`src/rtl/traffic_conflict_monitor_pkg.sv`:
```
// Shared types and default phase timings for the traffic controller and its conflict monitor.
package traffic_conflict_monitor_pkg;

  typedef enum logic [1:0] {
    S0 = 2'd0,
    S1 = 2'd1,
    S2 = 2'd2,
    S3 = 2'd3
  } phase_e;

  typedef enum logic [2:0] {
    FC_NONE          = 3'd0,
    FC_ILLEGAL_TRANS = 3'd1,
    FC_PREMATURE     = 3'd2,
    FC_BAD_LOAD      = 3'd3,
    FC_BAD_DECR      = 3'd4,
    FC_RANGE         = 3'd5
  } fault_code_e;

  typedef enum logic [1:0] {
    MON_INIT  = 2'd0,
    MON_RUN   = 2'd1,
    MON_FAULT = 2'd2
  } mon_state_e;

  localparam int unsigned DEF_TIME_S0    = 30;
  localparam int unsigned DEF_TIME_S1    = 5;
  localparam int unsigned DEF_TIME_S2    = 30;
  localparam int unsigned DEF_TIME_S3    = 5;
  localparam int unsigned DEF_FLASH_HALF = 8;

endpackage

```
`src/rtl/traffic_conflict_monitor_flash_divider.sv`:
```
// Failsafe flash generator: drives 1 on enable, then toggles every HALF cycles while enabled.
module flash_divider #(
  parameter int unsigned HALF = 8
) (
  input  logic clk,
  input  logic rst,
  input  logic en_i,
  output logic flash_o
);

  localparam int unsigned CW = (HALF > 1) ? $clog2(HALF) : 1;

  logic [CW-1:0] cnt_q, cnt_d;
  logic          flash_q, flash_d;
  logic          active_q, active_d;

  always_comb begin
    cnt_d    = cnt_q;
    flash_d  = flash_q;
    active_d = active_q;
    if (!en_i) begin
      cnt_d    = '0;
      flash_d  = 1'b0;
      active_d = 1'b0;
    end else if (!active_q) begin
      // First enabled cycle: start lit with a fresh half-period.
      cnt_d    = '0;
      flash_d  = 1'b1;
      active_d = 1'b1;
    end else if (cnt_q == CW'(HALF - 1)) begin
      cnt_d   = '0;
      flash_d = ~flash_q;
    end else begin
      cnt_d = cnt_q + CW'(1);
    end
  end

  always_ff @(posedge clk or posedge rst) begin
    if (rst) begin
      cnt_q    <= '0;
      flash_q  <= 1'b0;
      active_q <= 1'b0;
    end else begin
      cnt_q    <= cnt_d;
      flash_q  <= flash_d;
      active_q <= active_d;
    end
  end

  assign flash_o = flash_q;

endmodule

```
`src/rtl/traffic_conflict_monitor.sv`:
```
// Watches a traffic controller's phase/countdown and latches the first protocol violation.
module traffic_conflict_monitor
  import traffic_conflict_monitor_pkg::*;
#(
  parameter int unsigned TIME_S0    = DEF_TIME_S0,
  parameter int unsigned TIME_S1    = DEF_TIME_S1,
  parameter int unsigned TIME_S2    = DEF_TIME_S2,
  parameter int unsigned TIME_S3    = DEF_TIME_S3,
  parameter int unsigned FLASH_HALF = DEF_FLASH_HALF
) (
  input  logic       clk,
  input  logic       rst,
  input  logic [1:0] state,
  input  logic [5:0] timer,
  input  logic       clr_fault,
  output logic       fault,
  output logic [2:0] fault_code,
  output logic       flash,
  output logic [7:0] fault_count
);

  function automatic logic [5:0] load_of(input phase_e p);
    logic [5:0] v;
    case (p)
      S0:      v = 6'(TIME_S0);
      S1:      v = 6'(TIME_S1);
      S2:      v = 6'(TIME_S2);
      default: v = 6'(TIME_S3);
    endcase
    return v;
  endfunction

  mon_state_e  mon_q, mon_d;
  fault_code_e code_q, code_d, viol;
  logic [7:0]  count_q, count_d;
  logic [1:0]  prev_state_q;
  logic [5:0]  prev_timer_q;
  logic [5:0]  load_cur;
  logic        same, adv, fault_next;

  assign load_cur = load_of(phase_e'(state));
  assign same     = (state == prev_state_q);
  assign adv      = (state == prev_state_q + 2'd1);

  // Priority chain yields the lowest-numbered cause; the decrement compare is
  // only reached with prev_timer_q != 0, so it never wraps.
  always_comb begin
    viol = FC_NONE;
    if (mon_q == MON_INIT) begin
      if (timer > load_cur) viol = FC_RANGE;
    end else if (mon_q == MON_RUN) begin
      if (!same && !adv)
        viol = FC_ILLEGAL_TRANS;
      else if ((same && prev_timer_q == '0) || (adv && prev_timer_q != '0))
        viol = FC_PREMATURE;
      else if (adv && timer != load_cur)
        viol = FC_BAD_LOAD;
      else if (same && timer != prev_timer_q - 6'd1)
        viol = FC_BAD_DECR;
      else if (timer > load_cur)
        viol = FC_RANGE;
    end
  end

  always_comb begin
    mon_d   = mon_q;
    code_d  = code_q;
    count_d = count_q;
    case (mon_q)
      MON_INIT, MON_RUN: begin
        if (viol != FC_NONE) begin
          mon_d  = MON_FAULT;
          code_d = viol;
          if (count_q != '1) count_d = count_q + 8'd1;
        end else begin
          mon_d = MON_RUN;
        end
      end
      MON_FAULT: begin
        if (clr_fault) begin
          mon_d  = MON_INIT;
          code_d = FC_NONE;
        end
      end
      default: mon_d = MON_INIT;
    endcase
  end

  always_ff @(posedge clk or posedge rst) begin
    if (rst) begin
      mon_q        <= MON_INIT;
      code_q       <= FC_NONE;
      count_q      <= '0;
      prev_state_q <= '0;
      prev_timer_q <= '0;
    end else begin
      mon_q        <= mon_d;
      code_q       <= code_d;
      count_q      <= count_d;
      prev_state_q <= state;
      prev_timer_q <= timer;
    end
  end

  assign fault_next = (mon_d == MON_FAULT);

  flash_divider #(
    .HALF(FLASH_HALF)
  ) u_flash (
    .clk    (clk),
    .rst    (rst),
    .en_i   (fault_next),
    .flash_o(flash)
  );

  assign fault       = (mon_q == MON_FAULT);
  assign fault_code  = code_q;
  assign fault_count = count_q;

endmodule

```
`config.mk`:
```
export PLATFORM = sky130hd
export DESIGN_NAME = traffic_conflict_monitor
export DESIGN_NICKNAME = d
export VERILOG_FILES = /design/src/rtl/traffic_conflict_monitor_pkg.sv /design/src/rtl/traffic_conflict_monitor_flash_divider.sv /design/src/rtl/traffic_conflict_monitor.sv
export SDC_FILE = /design/constraint.sdc
export NUM_CORES = 1
export LEC_CHECK = 0
export CORE_ASPECT_RATIO = 1.75
export CORE_MARGIN = 10
export CORE_UTILIZATION = 56
export CTS_CLUSTER_DIAMETER = 50
export DETAILED_ROUTE_END_ITERATION = 8
export PLACE_DENSITY = 0.93
export SYNTH_ARGS = -nofsm -noshare
export SYNTH_HDL_FRONTEND = slang
export SYNTH_SLANG_ARGS = --single-unit
```
`constraint.sdc`:
```
create_clock -name clk -period 8.88 [get_ports clk]
set_input_delay 0.888 -clock clk [delete_from_list [all_inputs] [get_ports clk]]
set_output_delay 0.888 -clock clk [all_outputs]
set_load 0.01 [all_outputs]
```
==> run_results.csv <==
group,metric,value,unit
synthesis,ys_warn_count,0,
timing,slew_viol_final,0,
place,gp_congestion,0.874,
synthesis,ys_types,45,
timing,totalNegativeSetupSlack,0,ns
cts,cts_setup_buffers,0,
cts,clock_sinks,26,
floorplan,io_pins,24,
timing,worst_pin_slew,0.995,ns
timing,whs,0.463,ns
cts,postCtsResizedCells,0,
cts,cts_root_buffer,"clkbuf_8",
floorplan,die_y,87.6,um
floorplan,core,2490,um2
drt,wl_per_cell,17.9,um
cts,insertion_delay,0.27,ns
floorplan,die_w,58.6,um
timing,max_freq,287,MHz
cells_and_area,nets,181,
timing,setup_viol,0,
synthesis,syn-mean-instance-area,10.8,um2
worst_hold_path,hp-class,"reg2reg",
global_route,grt_pass1_wl,5620,um
setup_path,crit_slowest_cell,"clkdlybuf4s50_1",
setup_path,criticalPathCategory,"in2reg",
setup_path,cp.arrival,3.63,ns
place,dpl.hpwl,2460,um
drt,via_count,1147,
synthesis,synthArstFlopShare,100,%
place,io_buffers,23,
timing,fin_skew,0.00604,ns
floorplan,num_rows,24,
cells_and_area,register_area,651,um2
drt,antenna_left,0,
synthesis,synth_area,1460,um2
drt,dr.pass1.iters,4,
synthesis,syn_nets,155,
synthesis,synth_top_area_share,44.6,%
cells_and_area,area_growth,20.7,%
timing,period_share,39.2,%
synthesis,yosys.area.top_type,"dfrtp_1",
cells_and_area,drive_gt1_share,7.50,%
timing,hold_violations,0,
setup_path,critPathMaxFanout,10,
timing,grt_setup_unrepaired,"false",
synthesis,synth.area.top_cells,"dfrtp_1 (45%), ha_1 (7.7%), xnor2_1 (7.2%), nor2b_1 (3.0%), mux2_1 (2.3%)",
pwr,vdd_ir_drop_max,0.200,mV
global_route,grt_max_degree,27,
cts,clkTransAtPathRegs,0.09,ns
synthesis,ys_seq_area_share,44.6,%
synthesis,yosys-top-cells-count,"dfrtp_1 (26), xnor2_1 (12), ha_1 (9)",
cts,clockBufferDepth,2,
floorplan,initial_core_util,58.6,%
floorplan,die_area,5130,um2
cts,cts_max_level,1,
synthesis,ys.flop_type,"dfrtp_1",
cts,cts_hold_buf,0,
pwr,power_density,266,nW/um2
setup_path,required,9.03,ns
global_route,grt_overflow_total,0,
setup_path,cp-end-kind,"flip-flop",
cells_and_area,fillers,184,
setup_path,path_cells,"clkdlybuf4s50_1, ha_1, and4b_1, o21ai_0, a211oi_1, nand4_1, nand2_2, nor2_4, a2111oi_0",
timing,maxSlewHeadroom,33.6,%
drt,viasPerCell,6.17,
cts,cts_buffers,3,
drt,drc,0,
cells_and_area,multi_input_area,764,um2
cells_and_area,n_antenna_cell,0,
global_route,grt_use_total,13.6,%
timing,fin_crit,3.48,ns
global_route,grt_antenna_before_repair,0,
pwr,power.leakage,0.762,nW
setup_path,critPathLaunchType,"primary input",
synthesis,synth_edf_count,0,
drt,finalWirelength,3320,um
synthesis,ys_seq_elements,26,
drt,drt_iter0_markers,45,
synthesis,synth_cells,135,
run,drv_cap,0,
run_status,status,"finished, final reports clean",
synthesis,yosysMostFrequentCell,"dfrtp_1",
cts,cts_tree,"done",
setup_path,slowest_delay,0.53,ns
global_route,grt_pass1_vias,1256,
[cells by family (layout without fill, tap and decap cells)]
group,after synthesis,count (layout),share of synthesized area [%]
flops,26,26,44.6
simple gates,42,42,17.1
compound gates,29,29,15.3
xor+xnor,13,13,7.80
buf+inv,10,35,3.08
fa+ha+maj,9,9,7.71
mux,6,6,4.46
[registers in the layout, summed over array words and instances, names as in the netlist]
register,count
fault_count,8
mon_q,2
u_flash.cnt_q,3
u_flash.flash_o,1
u_flash.active_q,1
fault_code,3
prev_timer_q,6
prev_state_q,2
[power by group]
group	internal, W	switching [W]	total, W	leakage, nW
Combinational	0.000103	0.000103	0.000206	0.413
Clock	0.0000397	0.0000372	0.0000769	0.0288
Sequential	0.000154	0.0000326	0.000187	0.319
Total	0.000297	0.000173	0.000470	0.762
[metal layers]
| layer | wire (um) | share of wire [%] | vias to the layer above | GRT usage, % |
|---|---|---|---|---|
| met5 | 0 | 0 | - | 0 |
| met4 | 66 | 2.0 | 0 | 6.50 |
| met3 | 276 | 8.3 | 9 | 6.09 |
| met2 | 1730 | 52 | 34 | 23.4 |
| met1 | 1250 | 38 | 564 | 13.5 |
| li1 | - | - | 540 | - |
[through the flow]
| stage | setup slack (ns) | instances | area [um2] | total power, W | util (%) |
|---|---|---|---|---|---|
| 6_report | 5.40 | 186 | 1760 | 0.000470 | 70.7 |
| 5_1_grt | 5.15 | 186 | 1760 | 0.000498 | 70.7 |
| 4_1_cts | 5.41 | 186 | 1760 | 0.000472 | 70.7 |
| 3_5_place_dp | 5.21 | 182 | 1710 | 0.000393 | 68.5 |
| 3_3_place_gp | 5.25 | 182 | 1710 | 0.000385 | 68.5 |
| 2_1_floorplan | 5.92 | 135 | 1460 | 0.000310 | - |
[layout make-up]
class / instances / area share (%)
Inverter: 8 / 1.70
Multi-Input combinational cell: 99 / 43.4
Tap cell: 26 / 1.85
Sequential cell: 26 / 36.9
Timing Repair Buffer: 23 / 13.1
Clock buffer: 4 / 3.12
[worst max-delay path, delay by kind of cell]
kind	cells	cell delay, ns
AO/OA/AOI/OAI	3	1.03
adder cells (fa/ha/maj)	1	0.36
buffers and inverters	1	0.53
AND/OR/NAND/NOR	4	0.82
[path summary, 6_finish.rpt]
path | from | endpoint | slack (ns) | cells after the start
setup / recovery | state[0] | u_flash.cnt_q[0] | 5.40 | 9
hold / removal | u_flash.active_q | u_flash.flash_o | 0.46 | 1
setup reg to reg | prev_timer_q[2] | fault_count[7] | 5.76 | 7
hold reg to reg | u_flash.active_q | u_flash.flash_o | 0.46 | 1
max in group asynchronous | rst | fault_count[5] | 7.13 | 2
min in group asynchronous | rst | u_flash.cnt_q[1] | 1.14 | 2
[layout by cell type (no fill, tap or decap), types with 2 or more instances in the layout]
| cell | Yosys | final |
|---|---|---|
| dfrtp_1 | 26 | 26 |
| clkdlybuf4s50_1 | 0 | 23 |
| xnor2_1 | 12 | 12 |
| ha_1 | 9 | 9 |
| inv_1 | 8 | 8 |
| nor2b_1 | 7 | 7 |
| nand2_1 | 6 | 6 |
| a211oi_1 | 4 | 4 |
| nor3_1 | 4 | 4 |
| clkbuf_8 | 0 | 4 |
| o21ai_0 | 3 | 3 |
| and2_1 | 3 | 3 |
| or3_1 | 3 | 3 |
| nor2_1 | 3 | 3 |
| nand3_1 | 3 | 3 |
| mux2_1 | 3 | 3 |
| nand2b_1 | 3 | 3 |
| o211ai_1 | 3 | 3 |
| a31oi_1 | 2 | 2 |
| mux2i_1 | 2 | 2 |
| and4_1 | 2 | 2 |
| a31o_2 | 2 | 2 |
| and3_1 | 2 | 2 |
| o21ai_1 | 2 | 2 |
Note: power is estimated with default switching activity, not from simulation.
